### config.mk
export PLATFORM = sky130hd
export DESIGN_NAME = serial_alu
export DESIGN_NICKNAME = d
export VERILOG_FILES = /design/src/rtl/serial_cpu_pkg.sv /design/src/rtl/serial_fa.sv /design/src/rtl/serial_alu.sv
export SDC_FILE = /design/constraint.sdc
export NUM_CORES = 1
export LEC_CHECK = 0
export BUFFER_PORTS_ARGS = -buffer_cell sky130_fd_sc_hd__clkbuf_2
export CORE_MARGIN = 2
export CORE_UTILIZATION = 57
export CTS_BUF_LIST = sky130_fd_sc_hd__clkbuf_4 sky130_fd_sc_hd__clkbuf_8 sky130_fd_sc_hd__clkbuf_16
export CTS_CLUSTER_DIAMETER = 40
export DETAILED_ROUTE_END_ITERATION = 10
export PLACE_DENSITY = 0.82
export SKIP_CTS_REPAIR_TIMING = 1
export SYNTH_ARGS = -nofsm -noshare
export SYNTH_HDL_FRONTEND = slang
export SYNTH_SLANG_ARGS = --single-unit
export TNS_END_PERCENT = 5
### constraint.sdc
create_clock -name clk -period 4.95 [get_ports clk]
set_input_delay 0.495 -clock clk [delete_from_list [all_inputs] [get_ports clk]]
set_output_delay 0.495 -clock clk [all_outputs]
set_load 0.1 [all_outputs]
### src/rtl/serial_cpu_pkg.sv
// Shared opcode, FSM state and width definitions for the bit-serial datapath.
package serial_cpu_pkg;

  localparam int DEFAULT_DATA_WIDTH = 8;

  typedef enum logic [2:0] {
    OP_ADD = 3'b000,
    OP_SUB = 3'b001,
    OP_AND = 3'b010,
    OP_OR  = 3'b011,
    OP_XOR = 3'b100,
    OP_MOV = 3'b101,
    OP_CMP = 3'b110,
    OP_NOP = 3'b111
  } op_t;

  typedef enum logic [1:0] {
    ST_IDLE = 2'd0,
    ST_RUN  = 2'd1,
    ST_DONE = 2'd2
  } state_t;

  function automatic logic op_is_arith(op_t o);
    return (o == OP_ADD) || (o == OP_SUB) || (o == OP_CMP);
  endfunction

  function automatic logic op_inverts_b(op_t o);
    return (o == OP_SUB) || (o == OP_CMP);
  endfunction

  function automatic logic op_writes(op_t o);
    return (o != OP_CMP) && (o != OP_NOP);
  endfunction

endpackage

### src/rtl/serial_fa.sv
// 1-bit combinational full adder; zero latency, no flow control.
module serial_fa (
  input  logic a,
  input  logic b,
  input  logic cin,
  output logic sum,
  output logic cout
);

  assign sum  = a ^ b ^ cin;
  assign cout = (a & b) | (cin & (a ^ b));

endmodule

### src/rtl/serial_alu.sv
// Bit-serial ALU, LSB first: DATA_WIDTH RUN cycles plus one DONE cycle per op;
// result bits are combinational in RUN, and start is ignored (not queued) while busy.
module serial_alu
  import serial_cpu_pkg::*;
#(
  parameter int DATA_WIDTH = DEFAULT_DATA_WIDTH
) (
  input  logic                  clk,
  input  logic                  rstn,
  input  logic                  start,
  input  logic [2:0]            op,
  input  logic                  use_imm,
  input  logic [DATA_WIDTH-1:0] imm,
  input  logic                  rs1_bit,
  input  logic                  rs2_bit,
  output logic                  wr_bit,
  output logic                  wr_en,
  output logic                  shift_en,
  output logic                  busy,
  output logic                  done,
  output logic                  flag_c,
  output logic                  flag_z
);

  localparam int CW = (DATA_WIDTH > 1) ? $clog2(DATA_WIDTH) : 1;

  state_t                state, state_nxt;
  logic [CW-1:0]         cnt;
  logic                  carry;
  logic [DATA_WIDTH-1:0] imm_sr;
  op_t                   op_q;
  logic                  use_imm_q;
  logic                  zero_q;

  logic run, last;
  logic b_bit, fa_b, fa_sum, fa_cout, res_bit;

  assign b_bit = use_imm_q ? imm_sr[0] : rs2_bit;
  // SUB/CMP add the inverted operand with carry-in preset to 1 (two's complement).
  assign fa_b  = b_bit ^ op_inverts_b(op_q);
  assign last  = (cnt == CW'(DATA_WIDTH - 1));

  serial_fa u_fa (
    .a    (rs1_bit),
    .b    (fa_b),
    .cin  (carry),
    .sum  (fa_sum),
    .cout (fa_cout)
  );

  always_comb begin
    res_bit = 1'b0;
    case (op_q)
      OP_ADD, OP_SUB, OP_CMP: res_bit = fa_sum;
      OP_AND:                 res_bit = rs1_bit & b_bit;
      OP_OR:                  res_bit = rs1_bit | b_bit;
      OP_XOR:                 res_bit = rs1_bit ^ b_bit;
      OP_MOV:                 res_bit = b_bit;
      default:                res_bit = 1'b0;
    endcase
  end

  always_comb begin
    state_nxt = state;
    run       = 1'b0;
    busy      = 1'b0;
    done      = 1'b0;
    case (state)
      ST_IDLE: if (start) state_nxt = ST_RUN;
      ST_RUN: begin
        run  = 1'b1;
        busy = 1'b1;
        if (last) state_nxt = ST_DONE;
      end
      ST_DONE: begin
        busy      = 1'b1;
        done      = 1'b1;
        state_nxt = ST_IDLE;
      end
      default: state_nxt = ST_IDLE;
    endcase
  end

  assign wr_bit   = run & res_bit;
  assign wr_en    = run & op_writes(op_q);
  assign shift_en = run & ~op_writes(op_q);

  always_ff @(posedge clk or negedge rstn) begin
    if (!rstn) begin
      state     <= ST_IDLE;
      cnt       <= '0;
      carry     <= 1'b0;
      imm_sr    <= '0;
      op_q      <= OP_ADD;
      use_imm_q <= 1'b0;
      zero_q    <= 1'b1;
      flag_c    <= 1'b0;
      flag_z    <= 1'b0;
    end else begin
      state <= state_nxt;
      case (state)
        ST_IDLE: begin
          if (start) begin
            op_q      <= op_t'(op);
            use_imm_q <= use_imm;
            imm_sr    <= imm;
            cnt       <= '0;
            carry     <= op_inverts_b(op_t'(op));
            zero_q    <= 1'b1;
          end
        end
        ST_RUN: begin
          cnt    <= cnt + CW'(1);
          imm_sr <= imm_sr >> 1;
          if (op_is_arith(op_q)) carry <= fa_cout;
          if (res_bit) zero_q <= 1'b0;
          // Flags take the final bit into account on the RUN->DONE edge.
          if (last) begin
            if (op_q != OP_NOP)    flag_z <= zero_q & ~res_bit;
            if (op_is_arith(op_q)) flag_c <= fa_cout;
          end
        end
        default: ;
      endcase
    end
  end

endmodule

==> results list <==
* Worst setup path class: reg -> out
* Yosys cell types: 30
- Library cell with the largest summed area after synthesis: dfrtp_1
* Overall die area: 2410 µm²
- After global routing the overflow that remains totals 0.
- Clock latency on the worst-skew pair, taken at its later pin, is 290 ps.
- Antenna diode count: 0
- Clock Tree Root: clkbuf_4
- The library cells used most frequently in the layout, excluding fill and tap cells, are clkbuf_2, dfrtp_1, o22ai_1.
- Fraction of post-synthesis cell area in the top cell type by area: 0.431
* Post-synth design cell area: 1160 µm²
- The number of nets in the synthesized netlist is 138.
- Transition time of the tightest slew-check pin: 541 ps
* Number of synthesized flops with an enable pin: 0
- Ports placed on the boundary: 24
- Of the cells placed in the final design, the portion with a size suffix greater than 1 is 0.252.
- Counting flops and latches in the post-synthesis netlist gives 21.
- Setup violations remaining at the end of the flow were counted as 0.
- Clock tree from TritonCTS: done
* Initial antenna violation count: 0
- The pre-antenna-repair detailed-routing pass consisted of 4 iterations.
* Net total in the final layout: 162
* HPWL reported at the end of detailed placement: 1740 µm
- In this run the core area contains 16 standard-cell rows.
- Total clock buffers created by CTS: 3
- Buffers placed on the I/O ports in this run total 23.
* Number of maximum-capacitance constraint violations: 0
- For this run, the register share of the synthesized area comes to 0.454.
- The die is 49.1 µm tall.
* Combined area of the multi-input logic cells: 587 µm²
* WP data arrival: 2640 ps
- Synthesis produced a netlist whose cell count is 112.
* Layout overhead on the synthesized area: 14.0%
- Number of failing hold endpoints at the final stage: 0
- The region available for standard cell placement spans 1940 µm².
* Final ANT Viol Nets: 0
- Effective utilization at floorplan: 0.597
- Total number of vias: 953
* Ys Warns: 0
- The clock drives 21 sinks.
* Async SR Flop Fraction: 1.00
- Min-delay worst type: in -> async
* Crit path required time: 4450 ps
- The number of global-route vias before repair was 953.
- The library cell used most frequently in the layout, excluding fill and tap cells, is clkbuf_2.
* Unrepaired setup endpoints after global routing: false
- A synthesized cell averages 10.4 µm².
* Detailed-route wire length per cell: 14.8 µm
* Chip width: 49.1 µm
* Final critical-path required period: 3140 ps
- Clock Skews: 2.57 ps
- The final layout contains routed wiring with a total length of 2400 µm.
- Number of buffers on the longest clock path: 2
- Worst rel slew slack: 0.639
- Most area-consuming cells after synthesis: dfrtp_1, ha_1, o22ai_1
- Average via count per standard cell: 5.88
* Sum of negative setup slack: 0 ps
* Endpoint type of the worst setup path: primary output
* DRC violation count after routing: 0
- The first routing iteration left 21 violations.
* Maximum fanout along the worst path: 7
- Pin count of the biggest net entering global routing: 22
* Max H-tree Level: 1
- At the end of routability-driven placement, the weighted congestion stood at 0.837.
* Fraction of the cycle the final worst path needs: 0.633
- Critical Path Source Type: flip-flop
- CTS clock-pin slew for the worst setup and hold paths: 120 ps
* Slew Viols, Final: 0
- Number of fillers in the final layout: 155
* Max Clock Freq: 319 MHz
- The first global-routing pass estimated 4170 µm of wire.
* Global-route total usage across every layer: 0.219
* Most used DFF post-synth: dfrtp_1
- In the final layout, flip-flops and latches occupy 527 µm².
- The flow ran to the end, and the final reports show no timing, DRC or antenna violations.
## Yosys cell counts (all sizes together), types with 2 or more instances
library cell,number
dfrtp,20
o22ai,14
a21oi,11
ha,8
inv,8
nand2,6
o21ai,6
mux2,5
nor2,5
a22o,3
clkbuf,3
mux2i,2
nand2b,2
nand3b,2
o31ai,2
## logic make-up after synthesis
kind of cell    after synthesis  share of synthesized area
compound gates               42                      0.239
xor+xnor                      1                    0.00755
mux                           7                     0.0658
buf+inv                      12                     0.0399
flops                        21                      0.454
simple gates                 20                     0.0895
fa+ha+maj                     9                      0.104
## worst max-delay path: stages, from the launching register on
cell and delay, ps:
dfrtp_1 490, and3b_1 240, a21oi_1 150, xnor2_1 160, fa_1 450, o221a_4 310, nor2_1 90, clkbuf_2 470
## sequential cells by signal, indices dropped and copies added (netlist names)
| signal | flops |
|---|---|
| carry | 1 |
| cnt | 3 |
| use_imm_q | 1 |
| flag_z | 1 |
| imm_sr | 8 |
| zero_q | 1 |
| state | 2 |
| op_q | 3 |
| flag_c | 1 |
## cell type report
cell class	count	share of cell area
multi-input cells	79	0.444
flip-flops and latches	21	0.398
repair buffers	23	0.0870
well taps	27	0.0255
clock buffers	4	0.0227
inverters	8	0.0227
## worst paths after layout
kind,startpoint,end,cells after the start,slack [ps]
hold reg to reg,cnt[0],cnt[0],1,510
min in group clk,imm[7],imm_sr[7],2,410
max in group asynchronous,rstn,zero_q,1,4430
setup / recovery,op_q[0],wr_bit,7,1810
hold / removal,rstn,cnt[1],1,150
setup reg to reg,state[0],carry,6,2710
## through the flow
step	instance area (µm²)	worst slack [ps]	instances	hold WS (ps)	util
after floorplan	1160	1540	112	199	-
after CTS	1320	1810	162	164	0.681
after detailed placement	1290	2070	158	496	0.666
after global placement	1290	2100	158	492	0.666
after global routing	1320	1720	162	189	0.681
final	1320	1810	162	153	0.681
## layer usage
layer | vias up | routed length (µm) | share of wire | track usage
met4 | 0 | 14 | 0.0058 | 0.0667
met1 | 471 | 1050 | 0.44 | 0.291
met2 | 17 | 1240 | 0.52 | 0.378
met3 | 2 | 94 | 0.039 | 0.0184
met5 | - | 0 | 0 | 0
li1 | 463 | - | - | -
Power is left out: the tool's default activity adds up to more than one toggle a clock period on the data nets, which glitch-free logic cannot reach.
